[config.mk]
export PLATFORM = sky130hd
export DESIGN_NAME = int_decode_stage
export DESIGN_NICKNAME = d
export VERILOG_FILES = /design/src/rtl/int_decode_stage.sv
export SDC_FILE = /design/constraint.sdc
export NUM_CORES = 1
export LEC_CHECK = 0
export BUFFER_PORTS_ARGS = -buffer_cell sky130_fd_sc_hd__buf_4
export CAP_MARGIN = 40
export CORE_ASPECT_RATIO = 0.6
export CORE_MARGIN = 2
export CORE_UTILIZATION = 55
export CTS_BUF_LIST = sky130_fd_sc_hd__clkbuf_8
export CTS_CLUSTER_DIAMETER = 100
export CTS_CLUSTER_SIZE = 25
export DETAILED_ROUTE_END_ITERATION = 16
export PLACE_DENSITY = 0.85
export SLEW_MARGIN = 20
export SYNTH_ARGS = -nofsm -noshare
export SYNTH_HDL_FRONTEND = slang
export SYNTH_SLANG_ARGS = --single-unit
export TNS_END_PERCENT = 10
[constraint.sdc]
create_clock -name clk -period 5.4 [get_ports clk]
set_input_delay 0.54 -clock clk [delete_from_list [all_inputs] [get_ports clk]]
set_output_delay 0.54 -clock clk [all_outputs]
set_load 0.005 [all_outputs]
[src/rtl/int_decode_stage.sv]
// int_decode_stage: RV32I integer/jump/upper-immediate decode feeding the execute ALU,
// with a registered valid/ready output and a one-entry skid so fetch never sees exReady combinationally.
package int_decode_pkg;
    localparam logic [3:0] ALU_ADD  = 4'd0;
    localparam logic [3:0] ALU_SUB  = 4'd1;
    localparam logic [3:0] ALU_SLT  = 4'd2;
    localparam logic [3:0] ALU_SLTU = 4'd3;
    localparam logic [3:0] ALU_XOR  = 4'd4;
    localparam logic [3:0] ALU_OR   = 4'd5;
    localparam logic [3:0] ALU_AND  = 4'd6;
    localparam logic [3:0] ALU_SLL  = 4'd7;
    localparam logic [3:0] ALU_SRL  = 4'd8;
    localparam logic [3:0] ALU_SRA  = 4'd9;
    localparam logic [3:0] ALU_JUMP = 4'd10;
    localparam logic [3:0] ALU_NONE = 4'd15;
    localparam logic [6:0] OPC_OP    = 7'b0110011;
    localparam logic [6:0] OPC_OPIMM = 7'b0010011;
    localparam logic [6:0] OPC_LUI   = 7'b0110111;
    localparam logic [6:0] OPC_AUIPC = 7'b0010111;
    localparam logic [6:0] OPC_JAL   = 7'b1101111;
    localparam logic [6:0] OPC_JALR  = 7'b1100111;
endpackage

module int_decode_stage
    import int_decode_pkg::*;
#(
    parameter int XLEN = 32
) (
    input  logic            clk,
    input  logic            rstN,
    input  logic            flush,
    input  logic            ifValid,
    output logic            ifReady,
    input  logic [XLEN-1:0] ifPc,
    input  logic [31:0]     ifInsn,
    output logic [4:0]      rs1Addr,
    output logic [4:0]      rs2Addr,
    input  logic [XLEN-1:0] rs1Data,
    input  logic [XLEN-1:0] rs2Data,
    output logic            exValid,
    input  logic            exReady,
    output logic [3:0]      exAlucode,
    output logic [XLEN-1:0] exOp1,
    output logic [XLEN-1:0] exOp2,
    output logic [4:0]      exRd,
    output logic            exRegWrite,
    output logic            exIllegal
);
    typedef struct packed {
        logic [3:0]      alucode;
        logic [XLEN-1:0] op1;
        logic [XLEN-1:0] op2;
        logic [4:0]      rd;
        logic            reg_write;
        logic            illegal;
    } entry_t;

    localparam entry_t RESET_ENTRY = '{alucode: ALU_NONE, default: '0};

    logic [6:0]      opcode, funct7;
    logic [2:0]      funct3;
    logic [XLEN-1:0] imm_i, imm_u;
    logic            is_shift, alt, f7_ok_op, f7_ok_shift;
    logic [3:0]      f3_code;
    entry_t          dec, main_q, skid_q;
    logic            main_valid, skid_valid, in_fire, out_fire, main_free;

    assign opcode  = ifInsn[6:0];
    assign funct3  = ifInsn[14:12];
    assign funct7  = ifInsn[31:25];
    assign rs1Addr = ifInsn[19:15];
    assign rs2Addr = ifInsn[24:20];
    assign imm_i   = {{(XLEN-12){ifInsn[31]}}, ifInsn[31:20]};
    assign imm_u   = {ifInsn[31:12], 12'b0};
    assign is_shift = funct3[1:0] == 2'b01;
    // insn[30] only selects SUB/SRA for register ops and immediate shifts; addi reuses it as an imm bit
    assign alt = funct7[5] && (opcode == OPC_OP || is_shift);
    assign f7_ok_op = funct7 == 7'b0 || (funct7 == 7'b0100000 && (funct3 == 3'b000 || funct3 == 3'b101));
    assign f7_ok_shift = funct7 == 7'b0 || (funct7 == 7'b0100000 && funct3 == 3'b101);

    always_comb begin
        f3_code = ALU_ADD;
        case (funct3)
            3'b000:  f3_code = alt ? ALU_SUB : ALU_ADD;
            3'b001:  f3_code = ALU_SLL;
            3'b010:  f3_code = ALU_SLT;
            3'b011:  f3_code = ALU_SLTU;
            3'b100:  f3_code = ALU_XOR;
            3'b101:  f3_code = alt ? ALU_SRA : ALU_SRL;
            3'b110:  f3_code = ALU_OR;
            default: f3_code = ALU_AND;
        endcase
    end

    always_comb begin
        dec = RESET_ENTRY;
        dec.illegal = 1'b1;
        case (opcode)
            OPC_OP: if (f7_ok_op) begin
                dec = '{alucode: f3_code, op1: rs1Data, op2: rs2Data, default: '0};
            end
            OPC_OPIMM: if (!is_shift || f7_ok_shift) begin
                dec = '{alucode: f3_code, op1: rs1Data, default: '0};
                dec.op2 = is_shift ? {{(XLEN-5){1'b0}}, ifInsn[24:20]} : imm_i;
            end
            OPC_LUI:   dec = '{alucode: ALU_ADD, op2: imm_u, default: '0};
            OPC_AUIPC: dec = '{alucode: ALU_ADD, op1: ifPc, op2: imm_u, default: '0};
            OPC_JAL:   dec = '{alucode: ALU_JUMP, op2: ifPc, default: '0};
            OPC_JALR: if (funct3 == 3'b000) begin
                dec = '{alucode: ALU_JUMP, op2: ifPc, default: '0};
            end
            default: ;
        endcase
        dec.rd = ifInsn[11:7];
        dec.reg_write = !dec.illegal && dec.rd != 5'd0;
    end

    assign in_fire   = ifValid && ifReady;
    assign out_fire  = main_valid && exReady;
    assign main_free = !main_valid || out_fire;
    // skid_valid is a flop, so ready never depends combinationally on exReady
    assign ifReady   = !skid_valid;

    always_ff @(posedge clk or negedge rstN) begin
        if (!rstN) begin
            main_valid <= 1'b0;
            skid_valid <= 1'b0;
            main_q     <= RESET_ENTRY;
            skid_q     <= RESET_ENTRY;
        end else if (flush) begin
            main_valid <= 1'b0;
            skid_valid <= 1'b0;
        end else if (main_free) begin
            main_valid <= skid_valid || in_fire;
            skid_valid <= skid_valid && in_fire;
            if (skid_valid) main_q <= skid_q;
            else if (in_fire) main_q <= dec;
            if (skid_valid && in_fire) skid_q <= dec;
        end else if (in_fire) begin
            skid_valid <= 1'b1;
            skid_q     <= dec;
        end
    end

    assign exValid    = main_valid;
    assign exAlucode  = main_q.alucode;
    assign exOp1      = main_q.op1;
    assign exOp2      = main_q.op2;
    assign exRd       = main_q.rd;
    assign exRegWrite = main_q.reg_write;
    assign exIllegal  = main_q.illegal;
endmodule

==> summary.json <==
{
  "syn-num-nets": 872,
  "worst_path_largest_cell_delay_ns": 0.71,
  "run_status": "complete, no violations",
  "initial_core_util_pct": 56.1,
  "post-cts-setup-buffer-count": 0,
  "number_of_antenna_violations_at_the_first_check_in_global_routing": 0,
  "final-max-slew-violation-count": 0,
  "chipWidth_um": 151,
  "timing.final.setup_violations": 0,
  "crit_chain": "buf_4 > and4b_1 > and3_1 > and2_1 > buf_4 > a32oi_1 > o21ai_0",
  "cts_made_buffers": 17,
  "cp_common_cell": "sky130_fd_sc_hd__buf_4",
  "whs_ns": 0.304,
  "final_period_minus_worst_setup_slack_ns": 2.61,
  "final_core_util_pct": 72.8,
  "number_of_violations_reported_at_the_end_of_detailed_routing_iteration_0": 664,
  "grt_setup_unrepaired": "no",
  "numClockSinks": 152,
  "timing_hold_violations_final": 0,
  "worstPathMaxFanout": 23,
  "cp_top_family": "simple AND/OR/NAND/NOR gates",
  "synth_edf_count": 0,
  "root_buffer": "sky130_fd_sc_hd__clkbuf_8",
  "timing_worst_slew_pin_value_ns": 0.810,
  "regToRegStartpoint": "exValid$_DFFE_PN0P_",
  "final-instance-count-excl-fill": 1103,
  "synth_flop_cell": "sky130_fd_sc_hd__dfrtp_1",
  "synthDistinctLibCells": 51,
  "signal_arrival_time_at_the_worst_endpoint_ns": 2.95,
  "postSynthCellCount": 739,
  "place.detailed.hpwl_um": 16400,
  "post_synth_design_cell_area_um2": 7170,
  "route.detailed.drc": 0,
  "detail_route.first_pass.iterations": 6,
  "postRouteWirelength_um": 23200,
  "clock_tree.buffer_depth": 2,
  "critPathBufInv": 2,
  "share_of_final_layout_standard_cells_stronger_than_drive_strength_1_pct": 31.3,
  "routedWlPerCell_um": 21.0,
  "worst_setup_hold_path_clk_slew_ns": 0.09,
  "drt-vias-per-instance": 6.25,
  "holdPathEnd": "skid_q[2]$_DFFE_PN0P_",
  "cp_slowest_cell": "sky130_fd_sc_hd__and3_1",
  "placed_cells": 1068,
  "core_region_area_um2": 12800,
  "timing_worst_setup_path_type": "in2reg",
  "fmaxAchievable_ghz": 0.383,
  "reg2reg_depth": 6,
  "fp.dieH_um": 92.4,
  "ys_seq_area_share_pct": 53.2,
  "max-slew-margin-rel_pct": 46.0,
  "vdd_drop_max_v": 0.000200,
  "nNetsFinal": 1053,
  "clk-insertion-delay-late_ns": 0.45,
  "globalplace.congestion": 0.981,
  "port-buffer-count": 219,
  "proportion_of_synthesized_flip_flops_having_asynchronous_set_or_reset_pct": 100,
  "syn-mean-instance-area_um2": 9.70,
  "grt_first_pass_wirelength_um": 35500,
  "std_cell_rows": 32,
  "post-route-worst-setup-slack_ns": 2.79,
  "layout-area-overhead-vs-synth_pct": 29.7,
  "setup.worst_path.start_class": "primary input",
  "die_area_um2": 14000,
  "min-delay-start": "ifInsn[7]",
  "max_cap_violations": 0,
  "ys_seq_elements": 152,
  "period_share_pct": 48.4,
  "route.vias.total": 6892,
  "min_path_cells": 3,
  "static-leakage-power_nw": 4.30,
  "pre_cts_slack_ns": 2.39,
  "cts_max_level": 4,
  "antenna_left": 0,
  "boundaryPins": 220,
  "ys.warnings.count": 0,
  "fin_tns_setup_ns": 0,
  "tritoncts": "done",
  "global_route.usage.total_pct": 33.6,
  "finalClockSkew_ns": 0.0167,
  "crit_path_end_kind": "flip-flop",
  "pwr_density_cell_nw_per_um2": 275,
  "n_antenna_cell": 0,
  "grt_start_max_net_pins": 95,
  "timing.hold.worst.class": "in2reg",
  "critical_path_required_ns": 5.74,
  "grt_pass1_vias": 6262,
  "worstReg2RegEnd": "exOp2[31]$_DFFE_PN0P_",
  "globalRouteOverflowTotal": 0,
  "worst-r2r-setup-slack_ns": 2.87
}
==> flip-flops by register name, summed over array words and instances, names as in the netlist <==
register and count:
skid_q 75, exRd 5, skid_valid 1, exOp2 32, exOp1 32, exRegWrite 1, exValid 1, exAlucode 4
exIllegal 1
==> how the worst max path moves through the flow <==
stage	start	to	cells past startpoint
2_1_floorplan	ifInsn[14]	skid_q[57]$_DFFE_PN0P_	7
3_3_place_gp	ifInsn[6]	skid_q[39]$_DFFE_PN0P_	7
3_5_place_dp	ifInsn[6]	skid_q[48]$_DFFE_PN0P_	7
4_1_cts	ifInsn[6]	skid_q[48]$_DFFE_PN0P_	7
5_1_grt	ifInsn[6]	exOp1[8]$_DFFE_PN0P_	7
6_report	ifInsn[6]	exOp1[8]$_DFFE_PN0P_	7
==> logic make-up after synthesis <==
group	after synthesis	synth area share (%)
xor+xnor	1	0.122
simple gates	173	11.6
buf+inv	82	5.43
flops	152	53.2
mux	5	0.698
compound gates	326	29.0
==> metrics by stage <==
stage | area (um^2) | total power [W]
after floorplan | 7170 | 0.00144
after global placement | 8790 | 0.00165
after CTS | 9230 | 0.00255
after detailed placement | 8820 | 0.00166
final | 9300 | 0.00255
after global routing | 9300 | 0.00266
==> where the power goes <==
| group | total, W | switching, W | internal [W] |
|---|---|---|---|
| Clock | 0.000910 | 0.000482 | 0.000429 |
| Sequential | 0.00128 | 0.0000510 | 0.00123 |
| Combinational | 0.000361 | 0.000190 | 0.000171 |
==> synthesized netlist by cell type, types with 2 or more instances <==
library cell	n	share of area (%)
sky130_fd_sc_hd__dfrtp_1	144	50
sky130_fd_sc_hd__a21oi_1	83	5.8
sky130_fd_sc_hd__nand2_1	82	4.3
sky130_fd_sc_hd__o21ai_1	59	4.1
sky130_fd_sc_hd__o21ai_0	57	4.0
sky130_fd_sc_hd__clkbuf_1	50	2.6
sky130_fd_sc_hd__a22oi_1	37	3.9
sky130_fd_sc_hd__nor2_1	37	1.9
sky130_fd_sc_hd__a32oi_1	32	3.9
sky130_fd_sc_hd__and3_1	25	2.2
sky130_fd_sc_hd__a221o_1	19	2.7
sky130_fd_sc_hd__buf_4	15	1.6
sky130_fd_sc_hd__buf_2	8	0.56
sky130_fd_sc_hd__dfstp_2	8	2.9
sky130_fd_sc_hd__o22ai_1	8	0.70
sky130_fd_sc_hd__a22o_1	7	0.86
sky130_fd_sc_hd__inv_1	6	0.31
sky130_fd_sc_hd__nor2b_1	6	0.52
sky130_fd_sc_hd__a32o_1	5	0.70
sky130_fd_sc_hd__mux2i_1	5	0.70
sky130_fd_sc_hd__a31oi_1	4	0.35
sky130_fd_sc_hd__nor3_1	4	0.28
sky130_fd_sc_hd__nand3_1	3	0.21
sky130_fd_sc_hd__or3_1	3	0.26
sky130_fd_sc_hd__and2_1	2	0.17
sky130_fd_sc_hd__and4b_1	2	0.28
sky130_fd_sc_hd__buf_6	2	0.31
sky130_fd_sc_hd__nand2b_1	2	0.17
sky130_fd_sc_hd__o31ai_1	2	0.21
==> area by class of cell <==
type | instances | area (um^2)
flip-flops and latches | 152 | 3810
fillers | 975 | 3480
multi-input cells | 505 | 3000
repair buffers | 237 | 1830
clock buffers | 17 | 234
well taps | 170 | 213
clock inverters | 15 | 180
inverters | 7 | 26.3
==> cells in the final DEF, fill, tap and decap left out, drive strengths merged, types with 17 or more instances in the layout <==
cell type,synthesis,final
a21oi,83,83
dfrtp,144,144
nor2,37,37
buf,25,236
o21ai,116,116
a32oi,32,32
a22oi,37,37
nand2,82,82
a221o,20,20
clkbuf,50,17
and3,25,25
==> worst min-delay path, cell delays in order <==
cell,delay (ns)
sky130_fd_sc_hd__buf_4,0.09
sky130_fd_sc_hd__nand2_1,0.04
sky130_fd_sc_hd__nand2_1,0.05
==> routing by layer <==
layer	up-vias	share of wire [%]	GRT usage, %
met4	0	1.7	8.41
li1	3105	-	-
met2	416	44	47.9
met5	-	0	0
met1	3343	44	51.7
met3	28	11	8.13
==> repair_timing <==
| item | in CTS | in global routing |
|---|---|---|
| endpoints found under the setup margin | 0 | 0 |
| hold buffers | 0 | 1 |
| gates resized for setup | 0 | 0 |
| hold endpoints to repair | 0 | 10 |
No activity file was read; power rests on OpenSTA's default activity.
